==> src/rtl/seg_pkg.sv <==
// rtl/seg_pkg.sv - shared glyph, digit-select and FSM definitions for the scan decoder.
package seg_pkg;

  // Active-low segment patterns on {g,f,e,d,c,b,a}.
  localparam logic [6:0] GLYPH_0     = 7'h40;
  localparam logic [6:0] GLYPH_1     = 7'h79;
  localparam logic [6:0] GLYPH_2     = 7'h24;
  localparam logic [6:0] GLYPH_3     = 7'h30;
  localparam logic [6:0] GLYPH_4     = 7'h19;
  localparam logic [6:0] GLYPH_5     = 7'h12;
  localparam logic [6:0] GLYPH_6     = 7'h02;
  localparam logic [6:0] GLYPH_7     = 7'h78;
  localparam logic [6:0] GLYPH_8     = 7'h00;
  localparam logic [6:0] GLYPH_9     = 7'h10;
  localparam logic [6:0] GLYPH_BLANK = 7'h7F;

  localparam logic [2:0] SEL_ONES     = 3'b110;
  localparam logic [2:0] SEL_TENS     = 3'b101;
  localparam logic [2:0] SEL_HUNDREDS = 3'b011;
  localparam logic [2:0] SEL_NONE     = 3'b111;

  typedef enum logic {COLLECT, CHECK} state_e;

  // h*100 + t*10 + o built from shifts only.
  function automatic logic [9:0] bcd3_to_bin(input logic [3:0] h, input logic [3:0] t,
                                             input logic [3:0] o);
    logic [9:0] hh, tt, oo;
    hh = {6'd0, h};
    tt = {6'd0, t};
    oo = {6'd0, o};
    return (hh << 6) + (hh << 5) + (hh << 2) + (tt << 3) + (tt << 1) + oo;
  endfunction

endpackage

==> src/rtl/seg_glyph_decode.sv <==
// rtl/seg_glyph_decode.sv - combinational 7-segment glyph to BCD nibble decoder.
module seg_glyph_decode
  import seg_pkg::*;
(
  input  logic [6:0] seg_i,
  output logic       valid_o,
  output logic [3:0] nibble_o
);

  always_comb begin
    valid_o  = 1'b1;
    nibble_o = 4'd0;
    case (seg_i)
      GLYPH_0:     nibble_o = 4'd0;
      GLYPH_1:     nibble_o = 4'd1;
      GLYPH_2:     nibble_o = 4'd2;
      GLYPH_3:     nibble_o = 4'd3;
      GLYPH_4:     nibble_o = 4'd4;
      GLYPH_5:     nibble_o = 4'd5;
      GLYPH_6:     nibble_o = 4'd6;
      GLYPH_7:     nibble_o = 4'd7;
      GLYPH_8:     nibble_o = 4'd8;
      GLYPH_9:     nibble_o = 4'd9;
      GLYPH_BLANK: nibble_o = 4'd0;  // leading-zero blanking
      default:     valid_o  = 1'b0;
    endcase
  end

endmodule

==> src/rtl/seg_scan_decoder.sv <==
// rtl/seg_scan_decoder.sv - recovers the 3-digit score from scanned segment/digit-select lines.
module seg_scan_decoder
  import seg_pkg::*;
#(
  parameter int MIN_DWELL     = 16,
  parameter int FRAMES_STABLE = 2,
  parameter int TIMEOUT       = 65536,
  parameter int BIN_W         = 10
) (
  input  logic             clk,
  input  logic             reset,
  input  logic [7:0]       segsig,
  input  logic [2:0]       bitsig,
  output logic [BIN_W-1:0] bin,
  output logic             bin_valid,
  output logic [11:0]      digits,
  output logic             glyph_err,
  output logic             stale
);

  localparam int DW_W = $clog2(MIN_DWELL + 1);
  localparam int ST_W = $clog2(FRAMES_STABLE + 1);
  localparam int TO_W = $clog2(TIMEOUT + 1);
  localparam logic [DW_W-1:0] DW_MAX = DW_W'(MIN_DWELL - 1);
  localparam logic [ST_W-1:0] ST_MAX = ST_W'(FRAMES_STABLE);
  localparam logic [TO_W-1:0] TO_MAX = TO_W'(TIMEOUT - 1);

  logic            dp_unused;
  logic [6:0]      seg_s1_q, seg_s2_q;
  logic [2:0]      bit_s1_q, bit_s2_q, bit_prev_q;
  state_e          state_q, state_d;
  logic [DW_W-1:0] dwell_q, dwell_d;
  logic            fired_q, fired_d;
  logic [2:0]      mask_q, mask_d;
  logic [2:0][3:0] nib_q, nib_d;
  logic [BIN_W-1:0] cand_q, cand_d, bin_q, bin_d;
  logic [ST_W-1:0] stable_q, stable_d;
  logic            confirmed_q, confirmed_d;
  logic [TO_W-1:0] tmo_q, tmo_d;
  logic            stale_q, stale_d;
  logic            bin_valid_q, bin_valid_d;
  logic            glyph_err_q, glyph_err_d;
  logic [11:0]     digits_q, digits_d;

  logic            glyph_ok;
  logic [3:0]      glyph_nib;
  logic [2:0]      sel_oh;
  logic            sel_legal, same, idle, hit;
  logic [BIN_W-1:0] value;

  assign dp_unused = segsig[7];

  seg_glyph_decode u_glyph_decode (
    .seg_i    (seg_s2_q),
    .valid_o  (glyph_ok),
    .nibble_o (glyph_nib)
  );

  always_ff @(posedge clk) begin
    if (reset) begin
      seg_s1_q   <= GLYPH_BLANK;
      seg_s2_q   <= GLYPH_BLANK;
      bit_s1_q   <= SEL_NONE;
      bit_s2_q   <= SEL_NONE;
      bit_prev_q <= SEL_NONE;
    end else begin
      seg_s1_q   <= segsig[6:0];
      seg_s2_q   <= seg_s1_q;
      bit_s1_q   <= bitsig;
      bit_s2_q   <= bit_s1_q;
      bit_prev_q <= bit_s2_q;
    end
  end

  assign sel_oh    = ~bit_s2_q;
  assign sel_legal = (bit_s2_q == SEL_ONES) || (bit_s2_q == SEL_TENS) ||
                     (bit_s2_q == SEL_HUNDREDS);
  assign same      = (bit_s2_q == bit_prev_q);
  assign idle      = (bit_s2_q == SEL_NONE);
  // fired_q limits each dwell period to a single capture/error event.
  assign hit       = same && !idle && (dwell_q == DW_MAX) && !fired_q;
  assign value     = BIN_W'(bcd3_to_bin(nib_q[2], nib_q[1], nib_q[0]));

  always_comb begin
    state_d     = state_q;
    dwell_d     = dwell_q;
    fired_d     = fired_q;
    mask_d      = mask_q;
    nib_d       = nib_q;
    cand_d      = cand_q;
    bin_d       = bin_q;
    stable_d    = stable_q;
    confirmed_d = confirmed_q;
    tmo_d       = tmo_q;
    stale_d     = stale_q;
    digits_d    = digits_q;
    bin_valid_d = 1'b0;
    glyph_err_d = 1'b0;

    if (!same || idle) begin
      dwell_d = '0;
      fired_d = 1'b0;
    end else if (dwell_q != DW_MAX) begin
      dwell_d = dwell_q + 1'b1;
    end
    if (hit) fired_d = 1'b1;

    case (state_q)
      COLLECT: begin
        if (tmo_q != TO_MAX) tmo_d = tmo_q + 1'b1;
        if (tmo_d == TO_MAX) stale_d = 1'b1;
        if (hit) begin
          if (!sel_legal) begin
            glyph_err_d = 1'b1;
            mask_d      = '0;
          end else if ((mask_q & sel_oh) == 3'b000) begin
            if (!glyph_ok) begin
              glyph_err_d = 1'b1;
              mask_d      = '0;
            end else begin
              for (int i = 0; i < 3; i++) begin
                if (sel_oh[i]) nib_d[i] = glyph_nib;
              end
              mask_d = mask_q | sel_oh;
              if ((mask_q | sel_oh) == 3'b111) state_d = CHECK;
            end
          end
        end
      end
      CHECK: begin
        digits_d = nib_q;
        if (value == cand_q) begin
          if (stable_q != ST_MAX) stable_d = stable_q + 1'b1;
        end else begin
          cand_d   = value;
          stable_d = ST_W'(1);
        end
        if ((stable_d == ST_MAX) && ((value != bin_q) || !confirmed_q)) begin
          bin_d       = value;
          bin_valid_d = 1'b1;
          confirmed_d = 1'b1;
        end
        mask_d  = '0;
        tmo_d   = '0;
        stale_d = 1'b0;
        state_d = COLLECT;
      end
      default: state_d = COLLECT;
    endcase
  end

  always_ff @(posedge clk) begin
    if (reset) begin
      state_q     <= COLLECT;
      dwell_q     <= '0;
      fired_q     <= 1'b0;
      mask_q      <= '0;
      nib_q       <= '0;
      cand_q      <= '0;
      bin_q       <= '0;
      stable_q    <= '0;
      confirmed_q <= 1'b0;
      tmo_q       <= '0;
      stale_q     <= 1'b0;
      digits_q    <= '0;
      bin_valid_q <= 1'b0;
      glyph_err_q <= 1'b0;
    end else begin
      state_q     <= state_d;
      dwell_q     <= dwell_d;
      fired_q     <= fired_d;
      mask_q      <= mask_d;
      nib_q       <= nib_d;
      cand_q      <= cand_d;
      bin_q       <= bin_d;
      stable_q    <= stable_d;
      confirmed_q <= confirmed_d;
      tmo_q       <= tmo_d;
      stale_q     <= stale_d;
      digits_q    <= digits_d;
      bin_valid_q <= bin_valid_d;
      glyph_err_q <= glyph_err_d;
    end
  end

  assign bin       = bin_q;
  assign bin_valid = bin_valid_q;
  assign digits    = digits_q;
  assign glyph_err = glyph_err_q;
  assign stale     = stale_q;

endmodule

==> config.mk <==
export PLATFORM = sky130hd
export DESIGN_NAME = seg_scan_decoder
export DESIGN_NICKNAME = d
export VERILOG_FILES = /design/src/rtl/seg_pkg.sv /design/src/rtl/seg_glyph_decode.sv /design/src/rtl/seg_scan_decoder.sv
export SDC_FILE = /design/constraint.sdc
export NUM_CORES = 1
export LEC_CHECK = 0
export BUFFER_PORTS_ARGS = -buffer_cell sky130_fd_sc_hd__buf_4
export CORE_UTILIZATION = 65
export DETAILED_ROUTE_END_ITERATION = 8
export HOLD_SLACK_MARGIN = 0.15
export PLACE_DENSITY = 0.83
export SKIP_CTS_REPAIR_TIMING = 1
export SYNTH_ARGS = -nofsm -noshare
export SYNTH_HDL_FRONTEND = slang
export SYNTH_HIERARCHICAL = 1
export SYNTH_SLANG_ARGS = --single-unit
==> constraint.sdc <==
create_clock -name clk -period 8.6 [get_ports clk]
set_clock_uncertainty 0.2 [all_clocks]
set_input_delay 1.72 -clock clk [delete_from_list [all_inputs] [get_ports clk]]
set_output_delay 1.72 -clock clk [all_outputs]
set_load 0.03 [all_outputs]
* Word level (Yosys, flattened, before mapping)
Cells that the tools add are included.
** Word-level totals
- Input port bits :: 13
- Memories kept :: 0
- Bits in read-only memories :: 0
- Output and inout bits :: 25
- RAM bits :: 0
- Flip-flop bits (word level) :: 100
- Latch bits :: 0
** Operators by class
- Reduce and logical (&&, ||, !) cells :: 25
- Mux-type cells :: 27
- Equality and inequality tests :: 27
- $mul :: 0
- Div/mod/pow operators :: 0
- Shifts and indexed selects :: 0
- Bitwise operators :: 6
- Add/sub/neg operators :: 8
- Order comparisons :: 0
** Operators by type and width (number)
- one-hot mux 4 bit (9 select lines) :: 1
- two-way mux 17 bit :: 2
- one-hot mux 17 bit (2 select lines) :: 1
- equality test 7 bit, second input constant :: 4
- equality test 7 x 5 -> 1 bit, second input constant :: 3
- AND reduction 6 bit :: 3
- adder 17 x 1 -> 17 bit, second input constant :: 1
- equality test 17 x 16 -> 1 bit, second input constant :: 1
- inequality test 17 x 16 -> 1 bit, second input constant :: 1
- equality test 7 x 6 -> 1 bit, second input constant :: 2
- two-way mux 1 bit :: 13
- equality test 3 bit, second input constant :: 4
- two-way mux 3 bit :: 4
- OR reduction 11 bit :: 1
- adder 10 x 4 -> 10 bit :: 1
- adder 10 x 5 -> 10 bit :: 1
- adder 10 x 6 -> 10 bit :: 1
- adder 10 x 7 -> 10 bit :: 1
- adder 10 x 9 -> 10 bit :: 1
- equality test 10 bit :: 1
- inequality test 10 bit :: 1
- equality test 7 x 2 -> 1 bit, second input constant :: 1
- zero test 7 bit :: 1
- two-way mux 2 bit :: 3
- 23 further kinds :: 40

* Longest topological paths before layout
Gate-level depths: netlist (run 1).
- Depth after elaboration :: 11
- Depth in mapped cells :: 14

* Hierarchy
Netlist (run 1), hierarchy kept.
** Modules (own cells, without submodules)
- seg_scan_decoder :: cells an instance 508, area an instance 4790.8 um2, instances 1
- seg_glyph_decode :: cells an instance 32, area an instance 219.0 um2, instances 1

* Worst setup path after synthesis (run 1)
No wires, ideal clock.
- Path kind :: reg2reg
- Start :: reg nib_q[3] in the netlist's numbering
- End :: reg bin_q[8] (netlist: bin[8])
- Library setup time :: 0.091 ns
- Slack :: 4.599 ns
- Data required time :: 8.309 ns
- Cell stages (with the launch flop) :: 12
- Arrival :: 3.710 ns
- Cells stage by stage :: dfxtp_1 fa_1 fa_1 ha_1 fa_1 a211oi_2 o21bai_2 xnor3_1 or4_4 nor3_4 a21oi_1 a311oi_1
** Between the ends
- Cells in the longest elaborated chain, start to end :: 7
- Elaborated cells between the ends (all ways) :: 9
** RTL lines
- from (decl) :: RTL line seg_scan_decoder.sv:35 : logic [2:0][3:0] nib_q, nib_d;
- from (signal assigned) :: RTL line seg_scan_decoder.sv:173 : nib_q <= nib_d;
- adder 10 x 4 -> 10 bit (*) :: RTL line seg_pkg.sv:31 : return (hh << 6) + (hh << 5) + (hh << 2) + (tt << 3) + (tt << 1) + oo;
- equality test 10 bit :: RTL line seg_scan_decoder.sv:132 : if (value == cand_q) begin
- two-way mux 2 bit :: RTL line seg_scan_decoder.sv:132
- two-way mux 2 bit :: RTL line seg_scan_decoder.sv:108 : case (state_q)
- equality test 2 bit :: RTL line seg_scan_decoder.sv:138 : if ((stable_d == ST_MAX) && ((value != bin_q) || !confirmed_q)) begin
- logical AND 1 bit :: RTL line seg_scan_decoder.sv:138
- AND reduction 2 bit (no source line)
- to (signal assigned) :: RTL line seg_scan_decoder.sv:175 : bin_q <= bin_d;
- to (decl) :: RTL line seg_scan_decoder.sv:36 : logic [BIN_W-1:0] cand_q, cand_d, bin_q, bin_d;
Every way passes the cells marked *; elsewhere a longest branch is shown, timed or not. The select of a mux whose other input is x is not followed.
A chain may end at the register's enable or synchronous reset.

* Worst setup path after layout (run 1)
- Start :: reg nib_q[6] in the netlist's numbering
- End :: reg cand_q[5]
** Between the ends
- Cells in the longest elaborated chain, start to end :: 6
** RTL lines
- adder 10 x 7 -> 10 bit :: RTL line seg_pkg.sv:31
- adder 10 x 5 -> 10 bit (*) :: RTL line seg_pkg.sv:31
- adder 10 x 4 -> 10 bit (*) :: RTL line seg_pkg.sv:31
- equality test 10 bit :: RTL line seg_scan_decoder.sv:132
- inverter 1 bit (no source line)
- AND reduction 2 bit (no source line)
- to (signal assigned) :: RTL line seg_scan_decoder.sv:174 : cand_q <= cand_d;
- to (decl) :: RTL line seg_scan_decoder.sv:36
Every way passes the cells marked *; elsewhere a longest branch is shown, timed or not.

==> results of run 1 <==
registers in the layout, summed over array words and instances, names as in the netlist, 2 cells and up:
register	count
bin	10
bit_prev_q	3
bit_s1_q	3
bit_s2_q	3
cand_q	10
digits	12
dwell_q	5
mask_q	3
nib_q	12
seg_s1_q	7
seg_s2_q	7
stable_q	2
tmo_q	17
per-layer routing:
metal	track usage [%]	up-vias	part of all wire [%]
met4	8.333	0	1.1
met1	32.11	1797	48
li1	-	1906	-
met3	3.892	11	2.9
met2	41.35	69	48
met5	0	-	0
per-stage QoR:
step / worst slack [ns] / instance area, um^2 / hold WS (ns) / total power (uW) / utilization (%)
after floorplan: 4.599 / 5010 / 0.1895 / 505.8 / -
after CTS: 3.919 / 5490 / 0.2181 / 801.9 / 74.50
after detailed placement: 3.927 / 5300 / 0.1971 / 513.1 / 71.92
final: 3.908 / 5490 / 0.2152 / 794.1 / 74.50
after global routing: 3.732 / 5490 / 0.2348 / 828.7 / 74.50
after global placement: 4.021 / 5300 / 0.1905 / 511.5 / 71.92
cells by family after synthesis:
| family | after synthesis |
|---|---|
| AND/OR/NAND/NOR | 208 |
| flip-flops | 100 |
| buffers and inverters | 49 |
| AO/OA/AOI/OAI | 78 |
| adder cells (fa/ha/maj) | 26 |
| XOR/XNOR | 42 |
| multiplexers | 37 |
how the worst max path moves through the flow:
stage,endpoint,slack [ns],cells past startpoint
floorplan,bin[8]$_SDFFE_PP0P_,4.60,11
global placement,cand_q[5]$_SDFFE_PP0P_,4.02,11
detailed placement,cand_q[5]$_SDFFE_PP0P_,3.93,11
CTS,cand_q[5]$_SDFFE_PP0P_,3.92,11
global route,cand_q[5]$_SDFFE_PP0P_,3.73,11
finish,cand_q[5]$_SDFFE_PP0P_,3.91,11
placed cells by master, fill, tap and decap left out, types with 12 or more instances in the layout:
cell type and count:
or2_2 25, xnor2_1 17, a21oi_1 17, nor2_1 70
ha_1 19, mux2i_1 36, nand2_1 23, nand2b_1 18
buf_4 37, dfxtp_1 100, o21ai_0 12, xor2_1 22
inv_1 23
cell type report:
type                            count  area, um^2  share of cell area, %
Tap cell                           99       123.9                  2.256
Multi-Input combinational cell    391        2810                  51.19
Inverter                           23       86.33                  1.572
Clock buffer                       10       127.6                  2.325
Sequential cell                   100        2002                  36.46
Timing Repair Buffer               37       277.8                  5.059
Clock inverter                      5       62.56                  1.139
report_power, final:
part	internal [uW]	switching (uW)	total (uW)
Combinational	13.2	13.8	27.0
Sequential	469	6.67	476
Clock	135	157	292
Total	617	177	794
worst max-delay path, stage by stage, from the launching register on:
cell	delay [ns]
dfxtp_1	0.44
fa_1	0.47
fa_1	0.47
ha_1	0.24
fa_1	0.42
a211oi_2	0.26
o21bai_2	0.19
xnor3_1	0.25
or4_4	0.56
o21ai_1	0.75
mux2i_1	0.27
nor2_1	0.05
==> flow_summary.toml, run 1 <==
[status]
status = "completed"

[route]
vias = 3783
wirelength_mm = 9.310
via_per_inst = 5.689
wl_per_cell_um = 14.00
dr.first_iter.drc_count = 166
drc = 0
drt_pass1_iterations = 4
postRouteAntennaNets = 0

[critical_path]
worst_ep_required_time_ns = 8.63
r2r_end = "cand_q[5]$_SDFFE_PP0P_"
ff2ff_setup_slack_ns = 3.91
setup.worst_path.start = "nib_q[6]$_SDFFE_PP0P_"
cp-start-kind = "register"
worstSetupPathType = "register to register"
critPathArrivalTime_ns = 4.72
cp-end-kind = "register"
crit_fanout = 13
worstReg2RegStart = "nib_q[6]$_SDFFE_PP0P_"
reg2reg_depth = 11

[timing]
final-hold-violation-count = 0
final.setup.tns_ns = 0
period_needed_ns = 4.692
timing.final.crit_share_pct = 54.56
fmax_mhz = 213.1
setup_viol = 0
grt_setup_unrepaired = "false"
slew_viol_final = 0
slew-limit-headroom_pct = 37.15
tightestPinTransition_ns = 0.9364

[global_route]
track_usage_pct = 24.56
antenna_found_initial = 0
grt_max_degree = 86
overflow = 0
grt_pass1_vias = 3566
grt_pass1_wl_mm = 16.28

[placement]
gp_congestion = 0.8325
placedCellCount = 650
hpwlAfterDp_mm = 6.608
numPortBuffers = 36

[synthesis]
ys_types = 63
netlist.area_leader.share_pct = 39.96
synth_compound_area_share_pct = 10.44
synth-edff-count = 0
synth_area_leaders = "dfxtp_1, mux2i_1, nor2_1"
synth_cells = 540
synth.largest_area_cell = "dfxtp_1"
synth_xor_area_share_pct = 8.167
synth_area_um2 = 5010
yosys.area_share.simple_pct = 22.53
yosysSeqAreaShare_pct = 39.96
synthMuxAreaShare_pct = 7.418
syn_nets = 579
synth_common_cells = "dfxtp_1, nor2_1, mux2i_1"
synth_fa_ha_area_share_pct = 7.542
yosysMostFrequentCell = "dfxtp_1"
synth_top_flop_cell = "dfxtp_1"
ys_async_sr_fraction_pct = 0
ys_warn_count = 6
ys_ff_latch = 100
synth_top_family_by_area = "simple AND/OR/NAND/NOR gates"
avgSynthCellArea_um2 = 9.277

[run]
drv_cap = 0

[die]
ios = 38
dieArea_um2 = 8062
initial_utilization_pct = 67.98
core_area_um2 = 7370
fp-row-count = 31
die_h_um = 89.79
die_w_um = 89.79

[clock_network]
cts_buffer_depth = 2
clk_latency_ns = 0.36
path_clk_slew_ns = 0.09
cts_sinks = 100
htreeDepth = 3
cts_tree = "yes"
cts_buffers = 9
cts_root_buffer = "clkbuf_8"

[finish]
layout-drive-gt1-share_pct = 16.08
nFillCells = 553
finalNonFillerCells = 665
fin_nets = 601
antenna_cells = 0
synthToLayoutAreaGrowth_pct = 9.590

[power_and_ir_drop]
p_leak_uw = 0.002244
ir_drop_mv = 0.1097
p_per_area_nw_per_um2 = 144.6

[worst_hold_path]
holdCritPathClass = "register to register"
whs_endpoint = "seg_s2_q[6]$_SDFF_PP1_"
hold_depth = 1
worstHoldStart = "seg_s1_q[6]$_SDFF_PP1_"
Power figures use the tool's default switching activity.
==> run 2, diff against run 1 <==
- ABC_AREA: not set -> 1
- CORE_UTILIZATION: 65 -> 60
- PLACE_DENSITY: 0.83 -> 0.78
- clock period: 8.6 -> 4.5 ns (I/O delays scaled with it)
==> flow_summary.toml, run 2 <==
[status]
status = "completed"

[synthesis]
yosysMostFrequentCell = "nand2_1"
synth_common_cells = "nand2_1, dfxtp_1, nor2_1"
synth_top_flop_cell = "dfxtp_1"
ys_ff_latch = 100
avgSynthCellArea_um2 = 7.391
syn_nets = 731
synth_area_um2 = 5115
ys_types = 39
synth-edff-count = 0
ys_async_sr_fraction_pct = 0
ys_warn_count = 6
netlist.area_leader.share_pct = 39.14
yosysSeqAreaShare_pct = 39.14
synth.largest_area_cell = "dfxtp_1"
synth_cells = 692
synth_area_leaders = "dfxtp_1, nand2_1, nor2_1"

[finish]
regMostFlops = "tmo_q"
seq_area_um2 = 2002
final_cell_mix = "nand2_1, dfxtp_1, nor2_1"
layout-drive-gt1-share_pct = 16.90
largest_reg_flops = 17
fin_nets = 763
design_area_um2 = 5644
nFillCells = 677
final_common_cell = "nand2_1"
synthToLayoutAreaGrowth_pct = 10.35
multi_input_area_um2 = 2716
antenna_cells = 0

[critical_path]
worstSetupPathType = "register to register"
critPathMaxStageDelay_ns = 0.66
worst_ep_required_time_ns = 4.57
critPathArrivalTime_ns = 3.96
cp-start-kind = "register"
r2r_end = "bin[6]$_SDFFE_PP0P_"
reg2reg_depth = 19
cp.buffers_inverters = 2
worstReg2RegStart = "nib_q[4]$_SDFFE_PP0P_"
crit_fanout = 19
timing.critical_path.mode_cell = "nand2_1"
cp_slowest_cell = "fa_1"
cp-end-kind = "register"
cp_cell_sequence = "fa_1, fa_1, ha_1, fa_1, inv_1, nand2_1, nand2_1, nor2_1, nand3_1, nor2_1, nand2_1, nor2_1, nand3_1, nand2_2, inv_2, nand2_4, nand2_1, nand2_1, nor2_1"
cpLargestDelayFamily = "adder cells"
ff2ff_setup_slack_ns = 0.61

[global_route]
track_usage_pct = 25.78
grt_use_met3_pct = 6.522
grt_max_degree = 50
grt_busiest_layer = "met2"
grt_pass1_wl_mm = 18.15
antenna_found_initial = 0
gr-usage-met2_pct = 45.71
met1_usage_pct = 30.69
overflow = 0
grt_pass1_vias = 4206

[route]
postRouteAntennaNets = 0
dr.first_iter.drc_count = 173
wl_per_cell_um = 12.82
wirelength_mm = 10.68
via_per_inst = 5.369
drt_pass1_iterations = 5
drc = 0
vias = 4472

[power_and_ir_drop]
power.share.clock_pct = 39.5
power_frac_comb_pct = 3.8
switching_share_pct = 22.62
seqPwrFrac_pct = 56.7
p_int_uw = 1236
p_per_area_nw_per_um2 = 283.0
p_leak_uw = 0.002653
ir_drop_mv = 0.2213
switchingPower_uw = 361.3

[placement]
hpwlAfterDp_mm = 7.718
numPortBuffers = 36
dpl-instance-area_um2 = 5431
gp_congestion = 0.8577

[timing]
grt_setup_unrepaired = "false"
setup_viol = 0
slew_viol_final = 0
final.setup.tns_ns = 0
timing.final.crit_share_pct = 86.51
slew-limit-headroom_pct = 51.48
period_needed_ns = 3.893
tightestPinTransition_ns = 0.7260
fmax_mhz = 256.9
final-hold-violation-count = 0
holdWs_ns = 0.2144

[run]
drv_cap = 0

[clock_network]
clk_latency_ns = 0.36
cts_buffers = 9
cts_buffer_depth = 2
cts_tree = "yes"
cts_root_buffer = "clkbuf_8"
cts_sinks = 100
htreeDepth = 3
path_clk_slew_ns = 0.09

[die]
die_w_um = 94.33
core_area_um2 = 8217
ios = 38
die_h_um = 94.33
initial_utilization_pct = 62.25
fp-row-count = 33
dieArea_um2 = 8898

[worst_hold_path]
holdCritPathClass = "register to register"
hold_depth = 1
worstHoldStart = "bit_s1_q[1]$_SDFF_PP1_"
whs_endpoint = "bit_s2_q[1]$_SDFF_PP1_"
## run 2: changes by cell type after synthesis, moves of 15 or more
cell and change:
nor2_1 +15, o21ai_0 +18, nand2b_1 -18, nand2_1 +109
nand3_1 +50, mux2i_1 -36, a21oi_1 +22, inv_1 +49
## run 2: power groups by stage
stage	combinational [uW]	sequential, uW	clock, uW
2_1_floorplan	43.4	924	0
3_3_place_gp	56.7	926	0
3_5_place_dp	59.5	926	0
4_1_cts	59.9	906	640
5_1_grt	66.9	908	680
6_report	60.4	906	631
## run 2: worst max path at each step
stage / startpoint / to / slack (ns) / cells after the start
after floorplan: nib_q[3]$_SDFFE_PP0P_ / bin[4]$_SDFFE_PP0P_ / 1.07 / 14
after global placement: nib_q[4]$_SDFFE_PP0P_ / bin[7]$_SDFFE_PP0P_ / 0.69 / 19
after detailed placement: nib_q[4]$_SDFFE_PP0P_ / bin[0]$_SDFFE_PP0P_ / 0.64 / 19
after CTS: nib_q[4]$_SDFFE_PP0P_ / bin[4]$_SDFFE_PP0P_ / 0.62 / 19
after global routing: nib_q[4]$_SDFFE_PP0P_ / bin[6]$_SDFFE_PP0P_ / 0.34 / 19
final: nib_q[4]$_SDFFE_PP0P_ / bin[6]$_SDFFE_PP0P_ / 0.61 / 19
## run 2: cells by family (layout without fill, tap and decap cells)
family / after synthesis / count (layout) / synth area share [%]
flip-flops: 100 / 100 / 39.14
AO/OA/AOI/OAI: 82 / 82 / 8.366
adder cells (fa/ha/maj): 26 / 26 / 7.387
AND/OR/NAND/NOR: 365 / 365 / 33.59
buffers and inverters: 97 / 133 / 7.754
XOR/XNOR: 22 / 22 / 3.767
## run 2: final cells by class
class / instances / share of cell area (%)
timing repair buffer: 37 / 4.921
tap: 105 / 2.328
clock inverter: 5 / 1.507
clock buffer: 10 / 2.261
multi-input combinational: 495 / 48.13
sequential: 100 / 35.47
inverter: 81 / 5.387
## run 2: worst reg2reg max path: cells and delay by family, from the launching register on
| family | cells | cell delay, ns |
|---|---|---|
| fa+ha+maj | 4 | 1.84 |
| simple gates | 13 | 1.20 |
| flops | 1 | 0.42 |
| buf+inv | 2 | 0.11 |
## run 2: layer usage
layer	wire length (um)	vias to the layer above
met5	0	-
met4	95	0
met3	499	13
met2	5188	113
met1	4894	2073
li1	-	2273
## run 2: metrics by stage
stage          worst slack (ns)  std cells  power [uW]  utilization (%)
2_1_floorplan             1.066        692       967.0                -
3_3_place_gp             0.6902        818       982.3            66.10
3_5_place_dp             0.6419        818       985.9            66.10
4_1_cts                  0.6250        833        1605            68.69
5_1_grt                  0.3434        833        1654            68.69
6_report                 0.6069        833        1597            68.69
==> run 3, diff against run 2 <==
- CORE_UTILIZATION: 60 -> 40
- GPL_TIMING_DRIVEN: not set -> 0
- PLACE_DENSITY: 0.78 -> 0.55
==> flow_summary.toml, run 3 (synthesis results as in run 2) <==
[die]
core_area_um2 = 12260
die_h_um = 115.1
dieArea_um2 = 13240
initial_utilization_pct = 41.71
fp-row-count = 40
die_w_um = 115.1
ios = 38

[timing]
slew_viol_final = 0
final-hold-violation-count = 0
period_needed_ns = 3.923
grt_setup_unrepaired = "false"
setup_viol = 0
tightestPinTransition_ns = 0.5852
slew-limit-headroom_pct = 60.99
timing.final.crit_share_pct = 87.17
fmax_mhz = 254.9
final.setup.tns_ns = 0

[critical_path]
worstSetupPathType = "register to register"
timing.critical_path.mode_cell = "nor2_1"
critPathMaxStageDelay_ns = 0.65
cp_cell_sequence = "fa_1, fa_1, ha_1, fa_1, inv_1, nand2_1, nand2_1, nor2_1, nand3_1, nor2_1, nand2_1, nor2_1, nand3_1, nand2_2, inv_2, nand2_4, buf_12, nor2_2, nor2_1"
critPathArrivalTime_ns = 4.01
cp-end-kind = "register"
cp_slowest_cell = "fa_1"
crit_fanout = 10
worst_ep_required_time_ns = 4.59
cp-start-kind = "register"

[finish]
antenna_cells = 0
seq_area_um2 = 2002
nFillCells = 1250
multi_input_area_um2 = 2716
layout-drive-gt1-share_pct = 16.96
final_common_cell = "nand2_1"
finalNonFillerCells = 911
fin_nets = 778
synthToLayoutAreaGrowth_pct = 15.09
largest_reg_flops = 17
regMostFlops = "tmo_q"
final_cell_mix = "nand2_1, dfxtp_1, nor2_1"

[clock_network]
cts_sinks = 100
path_clk_slew_ns = 0.07
htreeDepth = 3
clk_latency_ns = 0.35
cts_root_buffer = "clkbuf_16"
cts_buffer_depth = 2
cts_buffers = 9
cts_tree = "yes"

[placement]
placedCellCount = 896
hpwlAfterDp_mm = 8.679
numPortBuffers = 36
gp_congestion = 0.8639

[global_route]
overflow = 0
grt_pass1_vias = 4043
grt_pass1_wl_mm = 19.42
antenna_found_initial = 0
track_usage_pct = 19.02
grt_max_degree = 17

[power_and_ir_drop]
total_power_uw = 1742
ir_drop_mv = 0.2904
p_leak_uw = 0.002720
p_per_area_nw_per_um2 = 295.8

[route]
drt_pass1_iterations = 5
dr.first_iter.drc_count = 181
via_per_inst = 4.738
drc = 0
vias = 4316
postRouteAntennaNets = 0
wirelength_mm = 11.23
wl_per_cell_um = 12.33

[run]
drv_cap = 0

[status]
status = "completed"

[worst_hold_path]
holdCritPathClass = "register to register"
## run 3: worst max-delay path, delay by kind of cell (launching register included)
family	cells	cell delay (ns)
flip-flops	1	0.43
AND/OR/NAND/NOR	12	1.09
adder cells (fa/ha/maj)	4	1.85
buffers and inverters	3	0.28
## run 3: power breakdown
group / internal [uW] / switching, uW
logic: 25.5 / 37.3
clock network: 432 / 342
registers: 896 / 8.77
total: 1350 / 388
## run 3: stage by stage
step | utilization [%] | setup WS, ns | hold slack (ns) | cell area [um^2]
after global placement | 45.63 | 0.6231 | 0.1936 | 5595
after CTS | 48.01 | 0.5567 | 0.2053 | 5887
after global routing | 48.01 | 0.2794 | 0.2142 | 5887
after floorplan | - | 1.066 | 0.1895 | 5115
final | 48.01 | 0.5773 | 0.2018 | 5887
after detailed placement | 45.63 | 0.5940 | 0.1958 | 5595
## run 3: final cells by class
class / count / share of cell area [%]
inverter: 81 / 5.165
multi-input combinational: 495 / 46.14
buffer: 16 / 1.573
sequential: 100 / 34.01
timing repair buffer: 36 / 4.591
clock buffer: 10 / 3.889
tap: 168 / 3.571
clock inverter: 5 / 1.063
## run 3: path summary, 6_finish.rpt
path              cells after the start  slack [ns]                endpoint                   start
setup / recovery                     19        0.58     bin[2]$_SDFFE_PP0P_   nib_q[4]$_SDFFE_PP0P_
hold / removal                        1        0.20  seg_s2_q[3]$_SDFF_PP1_  seg_s1_q[3]$_SDFF_PP1_
setup reg to reg                     19        0.58     bin[2]$_SDFFE_PP0P_   nib_q[4]$_SDFFE_PP0P_
hold reg to reg                       1        0.20  seg_s2_q[3]$_SDFF_PP1_  seg_s1_q[3]$_SDFF_PP1_
## run 3: per-layer routing
metal / vias up / wire, um / global-route usage, %
met4: 0 / 132 / 4.502
met2: 42 / 5089 / 30.56
met1: 1953 / 5674 / 25.47
met5: - / 0 / 0
li1: 2311 / - / -
met3: 10 / 337 / 5.061
